<file path="src/rtl/mux_sched_pkg.sv">
// Shared definitions for the 8:1 mux round-robin scheduler: sizes, FSM states
// and the index-to-one-hot helper.
package mux_sched_pkg;

    localparam int N      = 8;
    localparam int SEL_W  = $clog2(N);
    localparam int HOLD_W = 4;

    typedef enum logic {
        IDLE = 1'b0,
        OWN  = 1'b1
    } sched_state_e;

    function automatic logic [N-1:0] onehot(input logic [SEL_W-1:0] idx);
        logic [N-1:0] v;
        v      = '0;
        v[idx] = 1'b1;
        return v;
    endfunction

endpackage

</file>
<file path="src/rtl/mux8_rr_scheduler_rr_pick.sv">
// Combinational round-robin pick: first set request bit strictly after `last`,
// scanning upward and wrapping, with `last` itself examined last.
module rr_pick
    import mux_sched_pkg::*;
(
    input  logic [N-1:0]     req,
    input  logic [SEL_W-1:0] last,
    output logic [SEL_W-1:0] idx,
    output logic             found
);

    always_comb begin
        idx   = '0;
        found = 1'b0;
        // Walk from the farthest distance down so the nearest hit wins.
        for (int k = N; k >= 1; k--) begin
            if (req[(int'(last) + k) % N]) begin
                idx   = SEL_W'((int'(last) + k) % N);
                found = 1'b1;
            end
        end
    end

endmodule

</file>
<file path="src/rtl/mux8_rr_scheduler.sv">
// Round-robin owner scheduler for a shared 8:1 mux; bounds each ownership
// period to MAX_HOLD cycles whenever another requester is waiting.
module mux8_rr_scheduler
    import mux_sched_pkg::*;
#(
    parameter int MAX_HOLD = 4
) (
    input  logic              clk,
    input  logic              rst,
    input  logic [N-1:0]      req,
    output logic [N-1:0]      grant,
    output logic [SEL_W-1:0]  sel,
    output logic              valid,
    output logic [HOLD_W-1:0] hold_cnt
);

    sched_state_e      state_q, state_d;
    logic [SEL_W-1:0]  last_q, last_d;
    logic [SEL_W-1:0]  sel_q, sel_d;
    logic [N-1:0]      grant_q, grant_d;
    logic [HOLD_W-1:0] hold_q, hold_d;

    logic [SEL_W-1:0]  pick_last;
    logic [SEL_W-1:0]  pick_idx;
    logic              pick_found;
    logic              others_pending;
    logic              keep;

    // While owning, the scan starts after the current owner, which is exactly
    // the pointer value a release would install.
    assign pick_last = (state_q == OWN) ? sel_q : last_q;

    rr_pick u_pick (
        .req   (req),
        .last  (pick_last),
        .idx   (pick_idx),
        .found (pick_found)
    );

    assign others_pending = |(req & ~onehot(sel_q));
    assign keep = req[sel_q] && ((hold_q < HOLD_W'(MAX_HOLD)) || !others_pending);

    always_comb begin
        state_d = state_q;
        last_d  = last_q;
        sel_d   = sel_q;
        grant_d = grant_q;
        hold_d  = hold_q;
        case (state_q)
            IDLE: begin
                grant_d = '0;
                if (pick_found) begin
                    grant_d = onehot(pick_idx);
                    sel_d   = pick_idx;
                    hold_d  = HOLD_W'(1);
                    state_d = OWN;
                end
            end
            OWN: begin
                if (keep) begin
                    if (hold_q < HOLD_W'(MAX_HOLD)) begin
                        hold_d = hold_q + HOLD_W'(1);
                    end
                end else begin
                    last_d = sel_q;
                    if (pick_found) begin
                        grant_d = onehot(pick_idx);
                        sel_d   = pick_idx;
                        hold_d  = HOLD_W'(1);
                    end else begin
                        grant_d = '0;
                        state_d = IDLE;
                    end
                end
            end
            default: begin
                state_d = IDLE;
                grant_d = '0;
            end
        endcase
    end

    always_ff @(posedge clk or posedge rst) begin
        if (rst) begin
            state_q <= IDLE;
            last_q  <= SEL_W'(N - 1);
            sel_q   <= '0;
            grant_q <= '0;
            hold_q  <= '0;
        end else begin
            state_q <= state_d;
            last_q  <= last_d;
            sel_q   <= sel_d;
            grant_q <= grant_d;
            hold_q  <= hold_d;
        end
    end

    assign grant    = grant_q;
    assign sel      = sel_q;
    assign valid    = |grant_q;
    assign hold_cnt = hold_q;

endmodule

</file>
<file path="config.mk">
export PLATFORM = sky130hd
export DESIGN_NAME = mux8_rr_scheduler
export DESIGN_NICKNAME = d
export VERILOG_FILES = /design/src/rtl/mux_sched_pkg.sv /design/src/rtl/mux8_rr_scheduler_rr_pick.sv /design/src/rtl/mux8_rr_scheduler.sv
export SDC_FILE = /design/constraint.sdc
export NUM_CORES = 1
export LEC_CHECK = 0
export ABC_AREA = 1
export CELL_PAD_IN_SITES_DETAIL_PLACEMENT = 0
export CELL_PAD_IN_SITES_GLOBAL_PLACEMENT = 2
export CORE_MARGIN = 8
export CORE_UTILIZATION = 30
export DETAILED_ROUTE_END_ITERATION = 8
export GPL_TIMING_DRIVEN = 0
export PLACE_DENSITY_LB_ADDON = 0.1
export SETUP_SLACK_MARGIN = 0.4
export SYNTH_ARGS = -nofsm -noshare
export SYNTH_HDL_FRONTEND = slang
export SYNTH_HIERARCHICAL = 1
export SYNTH_SLANG_ARGS = --single-unit
</file>
<file path="constraint.sdc">
create_clock -name clk -period 4.1 [get_ports clk]
set_clock_uncertainty 0.15 [all_clocks]
set_input_delay 1.23 -clock clk [delete_from_list [all_inputs] [get_ports clk]]
set_output_delay 1.23 -clock clk [all_outputs]
set_load 0.05 [all_outputs]
</file>
**Yosys cells after proc, flatten, opt, wreduce, memory -nomap -nowiden**

Index checks and enable logic that the tools add are counted.

- Output and inout bits: 16
- Word-level logic and storage cells: 117
- RAM bits: 0
- Flip-flop bits (word level): 19
- Input bits: 10
- Bits in read-only memories: 0
- Memories kept: 0
- Bits in latches: 0

- Add/subtract/negate cells: 9
- Bitwise operators: 12
- Reduce and logical (&&, ||, !) cells: 16
- Shift-type cells: 0
- Multipliers: 0
- Multiplexer cells: 60
- $lt $le $gt $ge: 13
- Eq/ne operators: 2
- Divide/modulo/power cells: 0

Operators with widths:

| cell | number |
|---|---|
| less-than comparator 4 x 5 -> 1 bit (second input constant) | 8 |
| two-way mux 3 bit | 11 |
| two-way mux 1 bit | 29 |
| binary-select mux 1 bit (select 3 bit) | 9 |
| OR reduction 3 bit | 8 |
| two-way mux 8 bit | 2 |
| case mux 8 bit (2 select lines) | 1 |
| OR reduction 8 bit | 2 |
| adder 3 bit (second input constant) | 4 |
| two-way mux 4 bit | 3 |
| AND 1 bit (first input constant) | 8 |
| AND 8 bit | 1 |
| less-than comparator 3 x 4 -> 1 bit (second input constant) | 2 |
| NOT 8 bit | 1 |
| case mux 4 bit (2 select lines) | 1 |
| adder 3 x 1 -> 3 bit (second input constant) | 2 |
| adder 3 x 2 -> 3 bit (second input constant) | 2 |
| demux 1 bit (select 3 bit) | 2 |
| >= comparator 3 x 1 -> 1 bit (second input constant) | 2 |
| case mux 3 bit (2 select lines) | 1 |
| adder 4 x 1 -> 4 bit (second input constant) | 1 |
| less-than comparator 4 x 3 -> 1 bit (second input constant) | 1 |
| logical AND 1 bit | 3 |
| != test 3 x 2 -> 1 bit (second input constant) | 1 |
| other kinds (6) | 7 |

**Depth between registers and ports, before layout**

Gate-level depths: netlist of the first run.

- Depth in word-level cells: 22
- Depth in mapped cells: 22
- Gate-level depth less buffers: 21

**Hierarchy**

The synthesis of the first run kept the hierarchy.

Modules (own cells, without submodules):

| module | area an instance (um^2) | seq. area each (um^2) | times used | cells each |
|---|---|---|---|---|
| mux8_rr_scheduler | 1166.1 | 479.2 | 1 | 157 |
| rr_pick | 666.9 | 0.0 | 1 | 123 |

**Least setup slack after synthesis of the first run**

OpenSTA, ideal clock, no wires.

- Kind: register to register
- Start: register sel_q[0] (netlist: sel[0])
- End: register grant_q[5] (netlist: grant[5])
- Cell stages (with the launch flop): 23
- Clock period less this slack: 3.309 ns
- Path slack: 0.791 ns
- Path buffers: 2
- Setup time: 0.083 ns
- Data required time: 3.867 ns
- Arrival: 3.077 ns
- Cells stage by stage: dfrtp_1 buf_6 inv_8 o21ai_0 buf_6 inv_8 ha_1 inv_2 nand3_1 nand3_2 nand2_1 inv_1 nand2_1 nand2_1 nand2_1 nand2_1 nand2_1 nand2_1 a21boi_1 inv_1 nor2_1 nand3_1 o21ai_0

- Cells in the longest elaborated chain, start to end: 20
- Elaborated cells between the ends (all ways): 71
- Classes of those cells: add/sub (8); order compare (4); eq/ne (1); mux (50); bitwise (2); reduce/logical (6)

Ends and longest elaborated chain:

| element | RTL line | text |
|---|---|---|
| start: declaration | mux8_rr_scheduler.sv:19 | `logic [SEL_W-1:0] sel_q, sel_d;` |
| start signal: assignment | mux8_rr_scheduler.sv:93 | `sel_q <= sel_d;` |
| two-way mux 3 bit (*) | mux8_rr_scheduler.sv:31 | `assign pick_last = (state_q == OWN) ? sel_q : last_q;` |
| named net pick_last[0] | mux8_rr_scheduler.sv:23 | `logic [SEL_W-1:0] pick_last;` |
| adder 3 x 1 -> 3 bit | mux8_rr_scheduler_rr_pick.sv:17, mux8_rr_scheduler_rr_pick.sv:18 |  |
| binary-select mux 1 bit (select 3 bit) | mux8_rr_scheduler_rr_pick.sv:17 | `if (req[(int'(last) + k) % N]) begin` |
| two-way mux 1 bit (implied by the code) (2 in a row) | mux8_rr_scheduler_rr_pick.sv:17 |  |
| two-way mux 3 bit (7 in a row) | mux8_rr_scheduler_rr_pick.sv:17 |  |
| two-way mux 3 bit (*) | mux8_rr_scheduler_rr_pick.sv:17 |  |
| named net pick_idx[2] | mux8_rr_scheduler.sv:24 | `logic [SEL_W-1:0] pick_idx;` |
| less-than comparator 3 x 4 -> 1 bit (implied by the code) / >= comparator 3 x 1 -> 1 bit (equally long branches) | mux_sched_pkg.sv:17 | `v[idx] = 1'b1;` |
| logical AND 1 bit (implied by the code) | mux_sched_pkg.sv:17 |  |
| two-way mux 1 bit (implied by the code) | mux_sched_pkg.sv:17 |  |
| demux 1 bit (select 3 bit) (*) | mux_sched_pkg.sv:17 |  |
| two-way mux 8 bit (*) | mux8_rr_scheduler.sv:52, mux8_rr_scheduler.sv:66 |  |
| two-way mux 8 bit | mux8_rr_scheduler.sv:60 | `if (keep) begin` |
| case mux 8 bit (2 select lines) (*) | mux8_rr_scheduler.sv:49 | `case (state_q)` |
| end signal: assignment | mux8_rr_scheduler.sv:94 | `grant_q <= grant_d;` |
| end: declaration | mux8_rr_scheduler.sv:20 | `logic [N-1:0] grant_q, grant_d;` |

The timed path passes the listed nets; every way through them passes the cells marked *. The select of a mux whose other input is x is not followed.
A chain may end at the register's enable or synchronous reset.

**Worst setup path in the final report of the first run**

- Start: input req[7]
- End: register grant_q[3] (netlist: grant[3])

- Cells in the longest elaborated chain, start to end: 18
- Elaborated cells between the ends (all ways): 56
- Classes of those cells: order compare (2); eq/ne (1); mux (47); bitwise (1); reduce/logical (5)

Ends and longest elaborated chain:

| element | RTL line | text |
|---|---|---|
| start: declaration | mux8_rr_scheduler.sv:10 | `input logic [N-1:0] req,` |
| binary-select mux 1 bit (select 3 bit) | mux8_rr_scheduler_rr_pick.sv:17 |  |
| two-way mux 1 bit (implied by the code) (2 in a row) | mux8_rr_scheduler_rr_pick.sv:17 |  |
| two-way mux 3 bit (7 in a row) | mux8_rr_scheduler_rr_pick.sv:17 |  |
| two-way mux 3 bit (*) | mux8_rr_scheduler_rr_pick.sv:17 |  |
| named net pick_idx[1] | mux8_rr_scheduler.sv:24 |  |
| less-than comparator 3 x 4 -> 1 bit (implied by the code) / >= comparator 3 x 1 -> 1 bit (equally long branches) | mux_sched_pkg.sv:17 |  |
| logical AND 1 bit (implied by the code) | mux_sched_pkg.sv:17 |  |
| two-way mux 1 bit (implied by the code) | mux_sched_pkg.sv:17 |  |
| demux 1 bit (select 3 bit) (*) | mux_sched_pkg.sv:17 |  |
| two-way mux 8 bit (*) | mux8_rr_scheduler.sv:52, mux8_rr_scheduler.sv:66 |  |
| two-way mux 8 bit | mux8_rr_scheduler.sv:60 |  |
| case mux 8 bit (2 select lines) (*) | mux8_rr_scheduler.sv:49 |  |

Marked as above.

==> impl_metrics.ini, run 1 <==
[status]
status = complete, no violations

[synth]
ys_ff_latch = 19
synth-edff-count = 0
synth-compound-area-share = 0.0976
synth.area.top_cells = nand2_1 (22%), dfrtp_1 (22%), nand3_1 (11%), inv_1 (5.5%), nand3_2 (4.4%)
muxShareOfSynthArea = 0
synth_area_mm2 = 0.00183
synth-simple-area-share = 0.460
ys_types = 35
async_flop_share = 1.00
synthAdderAreaFrac = 0.0205
syn_nets = 293
syn_inst = 280
synth_top_family_by_area = simple AND/OR/NAND/NOR gates
synth_xor_area_frac = 0.0321
synth_top_area_cell = nand2_1
synth-main-ff-cell = dfrtp_1
avgSynthCellArea_um2 = 6.55
yosysWarnings = 6
ys_top_cells_by_count = nand2_1 (109), nand3_1 (41), inv_1 (27), dfrtp_1 (16)
seq_area_frac_synth = 0.261
yosysTopAreaCellShare = 0.223
yosysMostFrequentCell = nand2_1

[critical_path]
crit_path_frequent_cell = nand2_1
path_cells = clkdlybuf4s50_1, nand2_1, nand3_1, nand3_1, nand2_1, inv_1, nor2_2, nand2_1, nand3_1, nand2_1, nand2_1, nand2_1, a21oi_4, inv_1, nor2_1, nand3_1, o21ai_1
cp-end-kind = register
cpLargestDelayFamily = simple AND/OR/NAND/NOR gates
critPathBufInv = 3
worstPathRequired_ns = 4.14
r2r_setup_slack_ns = 0.78
slowest_delay_ns = 0.56
crit_slowest_cell = clkdlybuf4s50_1
start_kind = input pin
cp_max_fo = 4
critPathKind = in2reg
r2r_start = sel[0]$_DFFE_PP0P_
worst-endpoint-arrival_ns = 3.42
reg2regPathDepth = 21
reg2reg_to = grant[3]$_DFFE_PP0P_

[detailed_routing]
drc = 0
first_pass_iters = 4
vias = 1830
antenna_left = 0
vias_per_cell = 4.77
drt_iter0_markers = 72
wire_per_inst_um = 13.3
wirelength_um = 5120

[min_path]
min_delay_worst_endpoint = last_q[0]$_DFFE_PP1P_
hold_class = reg2reg
hold_depth = 2
worst_hold_startpoint = last_q[0]$_DFFE_PP1P_

[place]
hpwlAfterDp_um = 3930
place_area_mm2 = 0.00218
port_buffers = 25
gp_congestion = 0.804

[clock_tree]
clockRootBuffer = clkbuf_8
cts_inserted_buffers = 3
postCtsResizedCells = 0
cts_tree = yes
clock_latency_ns = 0.26
hold_buffers = 0
clk_path_buf_depth = 2
path_clk_slew_ns = 0.07
post_cts_buffers = 0
clock-sinks = 19
cts-htree-levels = 1

[timing]
max_slew_margin = 0.513
fmax_mhz = 296
totalNegativeSetupSlack_ns = 0
post-route-period-util = 0.825
worst_pin_slew_ns = 0.730
slew_violations = 0
post-route-min-period_ns = 3.38
setup_violations = 0
finalHoldViolations = 0
grt_setup_unrepaired = no

[grt]
antenna_found_initial = 0
grt_max_degree = 20
grtUsageTotal = 0.118
grt_pass1_wl_um = 8290
grt_pass1_vias = 1674
grt.overflow.total = 0

[floorplanning]
start_util = 0.310
row_count = 28
die_x_um = 94.2
die_area_mm2 = 0.00887
ioPinCount = 26
die_y_um = 94.2
core_mm2 = 0.00592

[layout]
drive_gt1_frac = 0.162
nets = 323
final_area_mm2 = 0.00224
syn_to_final_growth_pct = 22.0
antenna_cells = 0

[job]
drv_cap = 0
[final cells by class]
class | instances | area, µm²
tap | 75 | 93.8
clock inverter | 1 | 5.00
timing repair buffer | 25 | 250
multi-input combinational | 219 | 1130
clock buffer | 3 | 41.3
inverter | 35 | 151
fill | 643 | 3680
buffer | 7 | 83.8
sequential | 19 | 479
[worst max-delay path by stage]
| stage | startpoint | end | slack, ns | depth (start not counted) |
|---|---|---|---|---|
| global route | state_q$_DFF_PP0_ | grant[3]$_DFFE_PP0P_ | 0.46 | 20 |
| global placement | req[3] | grant[3]$_DFFE_PP0P_ | 0.43 | 17 |
| detailed placement | req[7] | grant[5]$_DFFE_PP0P_ | 0.42 | 17 |
| floorplan | sel[0]$_DFFE_PP0P_ | grant[5]$_DFFE_PP0P_ | 0.79 | 22 |
| CTS | sel[0]$_DFFE_PP0P_ | grant[5]$_DFFE_PP0P_ | 0.50 | 22 |
| finish | req[7] | grant[3]$_DFFE_PP0P_ | 0.72 | 17 |
[kinds of logic (layout without fill, tap and decap cells)]
| logic type | after synthesis | after routing |
|---|---|---|
| xor+xnor | 5 | 5 |
| buf+inv | 42 | 71 |
| compound gates | 28 | 28 |
| flops | 19 | 19 |
| fa+ha+maj | 3 | 3 |
| simple gates | 183 | 183 |
[metal layers]
| metal | GRT usage | wire length [µm] | vias up |
|---|---|---|---|
| met5 | 0 | 0 | - |
| met4 | 0.0410 | 76 | 0 |
| met3 | 0.0216 | 235 | 7 |
| met2 | 0.183 | 2210 | 37 |
| met1 | 0.158 | 2600 | 822 |
| li1 | - | - | 964 |
[worst register-to-register path: stages (launching register included)]
cell and delay (ns):
dfrtp_1 0.38, buf_6 0.18, inv_8 0.06, o21ai_1 0.24
buf_6 0.21, inv_8 0.06, ha_2 0.35, inv_2 0.13
nand3_1 0.15, nand3_2 0.13, nand2_2 0.08, nor2_2 0.12
nand2_1 0.06, nand3_1 0.06, nand2_1 0.05, nand2_1 0.06
nand2_1 0.08, a21oi_4 0.17, inv_1 0.12, nor2_1 0.15
nand3_1 0.11, o21ai_1 0.15
[sequential cells by signal, summed over array words and instances, names as in the netlist]
name	count
grant	8
hold_cnt	4
last_q	3
sel	3
state_q	1
[metrics by stage]
step | utilization | hold slack, ns | setup slack, ns | std cells
after floorplan | - | 0.318 | 0.791 | 280
after global placement | 0.368 | 0.333 | 0.427 | 380
after detailed placement | 0.368 | 0.335 | 0.423 | 380
after CTS | 0.376 | 0.347 | 0.497 | 384
after global routing | 0.378 | 0.361 | 0.462 | 384
final | 0.378 | 0.344 | 0.718 | 384
[placed cells by master (no fill, tap or decap), types with 4 or more instances in the layout]
cell,netlist,routed
nand2_1,109,109
nand3_1,41,41
inv_1,27,27
clkdlybuf4s50_1,0,25
dfrtp_1,16,16
nor2_1,8,8
nand3_2,8,8
o21ai_2,7,7
o21ai_0,8,6
a21oi_1,6,6
buf_6,5,5
inv_2,5,5
nand2_2,4,4
nand4_1,4,4
o21ai_1,2,4
Power of run 1 is left out: the tool's default activity adds up to more than one toggle a clock period on the data nets, which glitch-free logic cannot reach.
==> run 2, diff against run 1 <==
Settings changed: CORE_UTILIZATION 30 to 27.
Clock period 4.1 ns to 3 ns, I/O delays scaled along.
==> run 2 against run 1 <==
Net effect: worst setup slack got worse by 0.50 ns; global-route usage increased by 0.79 points; register-to-register slack got worse by 0.57 ns; clock-buffer cell count increased by 1; via count increased by 9.3%; worst hold slack improved by 0.0089 ns; critical path type is now reg2reg; highest routed layer unchanged.
==> impl_metrics.ini, run 2 (synthesized netlist as in run 1, its figures left out) <==
[clock_tree]
cts-htree-levels = 1
cts_inserted_buffers = 3
clock-sinks = 19
cts_tree = yes
hold_buffers = 0
clock_latency_ns = 0.25
clk_path_buf_depth = 2
clockRootBuffer = clkbuf_8
path_clk_slew_ns = 0.07

[status]
status = complete, no violations

[grt]
grt_pass1_wl_um = 9920
grt.overflow.total = 0
grt_pass1_vias = 1957
antenna_found_initial = 0
grt_max_degree = 20
grtUsageTotal = 0.126

[layout]
largest_register_ffs = 8
final_common_cell = nand2_1
multiInputGateArea_mm2 = 0.00136
nFillCells = 708
antenna_cells = 0
drive_gt1_frac = 0.351
syn_to_final_growth_pct = 52.9
nets = 356
seq_area_um2 = 484
mostFrequentLayoutCells = nand2_1 (98), nand3_1 (31), buf_4 (26)

[critical_path]
cp_max_fo = 7
critPathBufInv = 7
crit_slowest_cell = dfrtp_2
r2r_start = sel[0]$_DFFE_PP0P_
cpLargestDelayFamily = simple AND/OR/NAND/NOR gates
path_cells = buf_8, inv_8, o21ai_4, buf_8, inv_8, ha_4, inv_8, nand3_4, nand3_4, nand2_4, nor2_4, buf_4, o21bai_1, nand2_1, nand2_1, nand2_1, nand3_1, nand2_2, inv_2, nor3_4, nand3_1, nand2_1
r2r_setup_slack_ns = 0.21
worst-endpoint-arrival_ns = 2.79
crit_path_frequent_cell = nand2_1
cp-end-kind = register
start_kind = register
slowest_delay_ns = 0.38
reg2regPathDepth = 22
reg2reg_to = grant[7]$_DFFE_PP0P_
worstPathRequired_ns = 3.00
critPathKind = reg2reg

[detailed_routing]
vias = 2000
wirelength_um = 6010
first_pass_iters = 4
wire_per_inst_um = 14.2
drt_iter0_markers = 52
drc = 0
vias_per_cell = 4.74
antenna_left = 0

[timing]
grt_setup_unrepaired = yes
slew_violations = 0
post-route-min-period_ns = 2.79
totalNegativeSetupSlack_ns = 0
setup_violations = 0
finalHoldViolations = 0
fmax_mhz = 359
worst_pin_slew_ns = 0.750
max_slew_margin = 0.499
post-route-period-util = 0.928

[min_path]
min_delay_worst_endpoint = last_q[2]$_DFFE_PP1P_
hold_class = reg2reg
hold_depth = 2
worst_hold_startpoint = last_q[2]$_DFFE_PP1P_

[floorplanning]
row_count = 30
die_x_um = 98.4
ioPinCount = 26
die_area_mm2 = 0.00968
start_util = 0.274
core_mm2 = 0.00668
die_y_um = 98.4

[place]
gp_congestion = 0.739
hpwlAfterDp_um = 4190
port_buffers = 25

[job]
drv_cap = 0
run 2: cell count changes in the layout (fill, tap and decap cells not counted), moves of 5 or more:
cell / delta
nand3_1: -10
buf_4: +25
inv_1: -5
nand3_4: +6
clkdlybuf4s50_1: -12
nand2_2: +8
dlygate4sd2_1: +9
nand2_1: -11
run 2: worst max path at each step:
stage / start / endpoint / slack (ns) / cells after the start
global route: state_q$_DFF_PP0_ / grant[7]$_DFFE_PP0P_ / 0.03 / 20
finish: sel[0]$_DFFE_PP0P_ / grant[7]$_DFFE_PP0P_ / 0.21 / 22
floorplan: sel[0]$_DFFE_PP0P_ / grant[3]$_DFFE_PP0P_ / 0.21 / 21
detailed placement: req[5] / grant[3]$_DFFE_PP0P_ / -0.31 / 17
CTS: sel[0]$_DFFE_PP0P_ / grant[3]$_DFFE_PP0P_ / 0.26 / 20
global placement: req[5] / grant[3]$_DFFE_PP0P_ / -0.33 / 17
run 2: worst register-to-register path, delay by kind of cell (launching register included):
family,cells,cell delay (ns)
simple gates,12,0.89
buf+inv,7,0.67
compound gates,2,0.26
flops,1,0.38
fa+ha+maj,1,0.36
run 2: layout make-up:
cell class                      instances  area share
Multi-Input combinational cell        219       0.487
Inverter                               35      0.0629
Tap cell                               80      0.0357
Sequential cell                        19       0.173
Buffer                                  7      0.0339
Timing Repair Buffer                   58       0.192
Clock buffer                            4      0.0161
run 2: routing by layer:
| layer | GRT usage | wire (µm) |
|---|---|---|
| met1 | 0.153 | 2810 |
| met4 | 0.0319 | 35 |
| met5 | 0 | 0 |
| met3 | 0.0164 | 199 |
| met2 | 0.224 | 2970 |
run 2: repair_timing:
action                                  4_1_cts  5_1_grt
hold endpoints to repair                      0        0
gates cloned                                  1        0
pin swaps                                    20       23
setup buffers                                22       10
gates resized for setup                      45       23
endpoints found under the setup margin       18       18
run 2: stage by stage:
step	instances	hold slack, ns	utilization	cell area [µm²]	worst slack, ns
6_report	422	0.353	0.419	2800	0.215
5_1_grt	422	0.375	0.419	2800	0.0297
4_1_cts	412	0.355	0.397	2650	0.256
3_5_place_dp	385	0.337	0.340	2270	-0.310
3_3_place_gp	385	0.337	0.340	2270	-0.325
2_1_floorplan	280	0.318	-	1920	0.215
Power of run 2 is left out for the same reason.
